==> src/rtl/coin_input_conditioner.sv <==
// Coin/button front end: 2-flop sync, per-line debounce, press queueing and
// a fixed-priority serializer that emits one-hot, one-cycle pulses.
module coin_input_conditioner #(
    parameter int DEBOUNCE_CYCLES = 4,
    parameter int CNT_W           = 20,
    parameter int GAP             = 1
) (
    input  logic CLK,
    input  logic reset,
    input  logic raw_q,
    input  logic raw_d,
    input  logic raw_n,
    input  logic raw_soda,
    input  logic raw_diet,
    output logic Q,
    output logic D,
    output logic N,
    output logic soda,
    output logic diet,
    output logic busy,
    output logic overrun
);

    localparam int NCH   = 5;
    localparam int GAP_W = (GAP > 0) ? $clog2(GAP + 1) : 1;

    // Channel index order is also the priority order: Q, D, N, soda, diet.
    logic [NCH-1:0]   raw_v;
    logic [NCH-1:0]   s1;
    logic [NCH-1:0]   s2;
    logic [NCH-1:0]   stable;
    logic [NCH-1:0]   pending;
    logic [NCH-1:0]   pulse;
    logic [CNT_W-1:0] cnt [NCH];
    logic [GAP_W-1:0] gap_cnt;

    logic [NCH-1:0]   press;
    logic [NCH-1:0]   grant;
    logic [NCH-1:0]   clr;
    logic             issue;
    logic             found;

    assign raw_v = {raw_diet, raw_soda, raw_n, raw_d, raw_q};

    always_comb begin
        press = '0;
        grant = '0;
        found = 1'b0;
        for (int i = 0; i < NCH; i++) begin
            // A press is the edge where a debounced line flips from 0 to 1.
            press[i] = s2[i] && !stable[i] &&
                       (cnt[i] == CNT_W'(DEBOUNCE_CYCLES - 1));
            if (pending[i] && !found) begin
                grant[i] = 1'b1;
                found    = 1'b1;
            end
        end
        issue = (gap_cnt == '0) && found;
        clr   = issue ? grant : '0;
    end

    always_ff @(posedge CLK) begin
        if (reset) begin
            s1      <= '0;
            s2      <= '0;
            stable  <= '0;
            pending <= '0;
            pulse   <= '0;
            gap_cnt <= '0;
            overrun <= 1'b0;
            for (int i = 0; i < NCH; i++) begin
                cnt[i] <= '0;
            end
        end else begin
            s1 <= raw_v;
            s2 <= s1;
            for (int i = 0; i < NCH; i++) begin
                if (s2[i] == stable[i]) begin
                    cnt[i] <= '0;
                end else if (cnt[i] == CNT_W'(DEBOUNCE_CYCLES - 1)) begin
                    stable[i] <= s2[i];
                    cnt[i]    <= '0;
                end else begin
                    cnt[i] <= cnt[i] + CNT_W'(1);
                end
            end

            // A press landing on its own issue edge survives as a new pending event.
            pending <= (pending & ~clr) | press;
            if (|(press & pending & ~clr)) begin
                overrun <= 1'b1;
            end

            pulse <= clr;
            if (issue) begin
                gap_cnt <= GAP_W'(GAP);
            end else if (gap_cnt != '0) begin
                gap_cnt <= gap_cnt - GAP_W'(1);
            end
        end
    end

    assign Q    = pulse[0];
    assign D    = pulse[1];
    assign N    = pulse[2];
    assign soda = pulse[3];
    assign diet = pulse[4];
    assign busy = (|pending) || (gap_cnt != '0);

endmodule
==> config.mk <==
export PLATFORM = sky130hd
export DESIGN_NAME = coin_input_conditioner
export DESIGN_NICKNAME = d
export VERILOG_FILES = /design/src/rtl/coin_input_conditioner.sv
export SDC_FILE = /design/constraint.sdc
export NUM_CORES = 1
export LEC_CHECK = 0
export ABC_AREA = 1
export CORE_AREA = 2 2 98 171
export DETAILED_ROUTE_END_ITERATION = 12
export DIE_AREA = 0 0 100 173
export GPL_TIMING_DRIVEN = 0
export HOLD_SLACK_MARGIN = 0.1
export SLEW_MARGIN = 20
export SYNTH_ARGS = -nofsm -noshare
export SYNTH_HDL_FRONTEND = slang
export SYNTH_SLANG_ARGS = --single-unit
export TNS_END_PERCENT = 100
==> constraint.sdc <==
create_clock -name CLK -period 1.6 [get_ports CLK]
set_input_delay 0.32 -clock CLK [delete_from_list [all_inputs] [get_ports CLK]]
set_output_delay 0.32 -clock CLK [all_outputs]
set_load 0.01 [all_outputs]
==> metrics.csv <==
stage,metric,value,unit
cells_and_area,design_area,0.01051,sq mm
synth,netlist_area,0.007053,sq mm
power,leakagePower,4.369,nW
critical_path,worst_r2r_endpoint,cnt[4][18]$_SDFFCE_PN0P_,
cts,worstSkewPairLatency,0.41,ns
synth,seq_area_frac_synth,50.24,%
critical_path,rrSetupSlack,-0.16,ns
global_route,grt_use_total,19.04,%
critical_path,worst-r2r-cell-count,9,
synth,synthXorXnorAreaFrac,3.850,%
run_status,outcome,"complete, but fails checks",
synth,synth-seq-cells,127,
route,drc,0,
critical_path,critPathArrivalTime,1.92,ns
route,routed-via-count,6241,
critical_path,worst-path-max-fanout,3,
floorplanning,dieArea,0.01730,sq mm
synth,ys.flop_type,edfxtp_1,
critical_path,setup.worst_path.start,cnt[4][1]$_SDFFCE_PN0P_,
cts,cts_max_level,4,
global_route,antenna_found_initial,0,
power,peakVddDrop,703.1,uV
synth,postSynth.asyncResetShare,0,%
cts,clockBufferDepth,2,
global_route,grt_max_degree,17,
sta,slew_violations,0,
sta,rsz0062_at_grt,yes,
cts,clk_pin_slew,0.06,ns
synth,synth_top_family_by_area,simple AND/OR/NAND/NOR gates,
global_route,grt_pass1_wl,26600,um
floorplanning,die_x,100,um
synth,synth_area_per_cell,8.477,sq um
placed_design,dpl_cell_area,0.007826,sq mm
critical_path,cp-start-kind,flip-flop,
cts,clock_sinks,127,
critical_path,cpMaxStageDelayCell,edfxtp_1,
placed_design,place_congestion,0.7982,
route,avgRoutedWirePerCell,13.26,um
synth,synth.distinct_cells,45,
cells_and_area,nets,1106,
synth,synth_mux_area_share,0,%
floorplanning,pin_count,14,
floorplanning,rows,61,
placed_design,port_buffers,13,
floorplanning,dieHeight,173,um
synth,synthAdderAreaFrac,1.774,%
global_route,grt.overflow.total,0,
floorplanning,core,0.01588,sq mm
run,cap_viol_max_count,0,
power,power_density,813.5,mW/mm^2
sta,post-route-worst-setup-slack,-0.1559,ns
cells_and_area,diodes,0,
cells_and_area,stdcell_count,1291,
critical_path,end_kind,flip-flop,
cts,cts_root_buffer,clkbuf_16,
critical_path,criticalPathCategory,reg -> reg,
cts,numCtsBuffers,17,
synth,synthSimpleGateAreaFrac,31.06,%
critical_path,critical_path_depth,9,
placed_design,dp_cells,1133,
route,drt_pass1_iterations,4,
cts,cts_tree,yes,
sta,period_minus_slack,1.756,ns
cells_and_area,layout_common_cells,"nand2_1, nor2_1, buf_4, edfxtp_1, conb_1",
sta,clock.fmax,569.5,MHz
critical_path,worstPathCellList,ha_4 > nand3_4 > nor3_4 > buf_4 > nand2_4 > nor2_4 > nand3b_1 > nand2_1 > a21oi_2,
global_route,grt_pass1_vias,6111,
cells_and_area,layout_commonest_cell,nand2_1,
sta,setup_viol,87,
floorplanning,initial_core_util,44.43,%
critical_path,r2r_start,cnt[4][1]$_SDFFCE_PN0P_,
sta,finalCritPeriodShare,109.7,%
critical_path,cp_slowest_stage_delay,0.43,ns
cells_and_area,area_growth,49.00,%
placed_design,dp_hpwl,10000,um
route,antenna_left,0,
critical_path,required,1.77,ns
synth,synth-edff-count,100,
critical_path,crit_buf_inv,1,
cells_and_area,drive_gt1_share,35.03,%
critical_path,path_delay_family,simple AND/OR/NAND/NOR gates,
route,drt_wl_total,17120,um
synth,syn_inst,832,
route,drt_iter0_drc,228,
route,via_per_inst,4.834,
sta,hold_violations,0,
worst_hold_path,hold_class,in -> reg,
synth,synth_compound_area_share,6.404,%
critical_path,crit_end,cnt[4][18]$_SDFFCE_PN0P_,
run_status,violations,setup timing,
synth,yosysWarningCount,0,
sta,skew,0.009606,ns
## stage by stage
step / setup WS, ns / hold slack [ns] / TNS [ns] / total power, mW / util [%]
finish: -0.1559 / 0.3592 / -4.327 / 8.549 / 66.20
global route: -0.2745 / 0.3997 / -12.60 / 8.824 / 66.20
CTS: -0.1909 / 0.4031 / -3.323 / 8.490 / 60.80
detailed placement: -0.5634 / 0.3957 / -36.62 / 4.217 / 49.30
global placement: -0.5243 / 0.3909 / -35.24 / 4.210 / 49.30
floorplan: -0.08130 / 0.3883 / -0.2692 / 4.110 / -
## layout make-up
| class | instances | area [sq um] |
|---|---|---|
| fillers | 1263 | 5366 |
| multi-input cells | 683 | 4318 |
| flip-flops and latches | 127 | 3545 |
| repair buffers | 139 | 1226 |
| clock buffers | 24 | 568.0 |
| inverters | 113 | 440.4 |
| well taps | 189 | 236.5 |
| plain buffers | 8 | 90.09 |
| clock inverters | 8 | 85.08 |
## where the power goes
group	internal (mW)	leakage (nW)	switching, mW
logic	0.259	2.80	0.358
registers	3.68	1.25	0.124
clock network	2.66	0.315	1.47
## cells in the mapped netlist (2+ instances only)
master	instances	area share, %
nor2_4	6	0.96
nor2_2	6	0.53
o21bai_1	2	0.21
nor3_4	4	0.92
or2_0	2	0.18
buf_4	2	0.21
nand4_1	13	1.2
inv_2	2	0.11
nand3b_4	2	0.57
nand2_1	139	7.4
inv_1	111	5.9
nand4_2	2	0.35
nor3b_1	6	0.64
nor3_1	29	2.1
xor2_1	17	2.1
buf_2	4	0.28
nor4_1	3	0.27
clkbuf_1	2	0.11
nor3b_2	2	0.35
a31oi_1	5	0.44
nand3_2	7	0.99
edfxtp_1	100	43
ha_1	10	1.8
a21oi_1	48	3.4
xnor2_1	14	1.7
or3_1	2	0.18
nand3_4	2	0.50
nand3_1	48	3.4
o21ai_0	15	1.1
a21o_1	2	0.21
nor2_1	169	9.0
or2_2	8	0.71
dfxtp_1	27	7.7
o21ai_1	5	0.35
nand2_2	5	0.44
o211ai_1	2	0.21
## state kept, by name (all words and copies together) (netlist names)
| signal | cells |
|---|---|
| cnt | 100 |
| pending | 5 |
| pulse | 5 |
| s1 | 5 |
| s2 | 5 |
| stable | 5 |
| gap_cnt | 1 |
| overrun | 1 |
## cell families (layout without fill, tap and decap cells)
family,Yosys count,count (layout)
xor gates and xnor gates,31,31
other,1,100
and+or+nand+nor,459,459
adders and majority gates,10,10
buffers and inverters,121,292
DFF,127,127
AOI/OAI and AO/OA,83,83
## worst min path at each step
stage / from / to / cells after the start
3_3_place_gp: s1[3]$_SDFF_PP0_ / s2[3]$_SDFF_PP0_ / 2
6_report: reset / gap_cnt$_SDFF_PP0_ / 2
3_5_place_dp: s1[0]$_SDFF_PP0_ / s2[0]$_SDFF_PP0_ / 2
4_1_cts: s1[0]$_SDFF_PP0_ / s2[0]$_SDFF_PP0_ / 2
2_1_floorplan: s1[0]$_SDFF_PP0_ / s2[0]$_SDFF_PP0_ / 2
5_1_grt: reset / gap_cnt$_SDFF_PP0_ / 2
## layer usage
| layer | global-route usage (%) | part of all wire (%) | vias up | routed length, um |
|---|---|---|---|---|
| li1 | - | - | 3170 | - |
| met1 | 19.23 | 38 | 2945 | 6495 |
| met2 | 37.19 | 57 | 84 | 9798 |
| met3 | 3.112 | 1.6 | 42 | 282 |
| met4 | 7.991 | 3.2 | 0 | 542 |
| met5 | 0 | 0 | - | 0 |
## repair_timing
action	CTS	global route
hold buffers	0	0
endpoints found under the setup margin	95	108
pin swaps	58	72
buffers inserted	80	41
gates resized for setup	141	149
cloned	5	2
No activity file was read; power rests on OpenSTA's default activity.
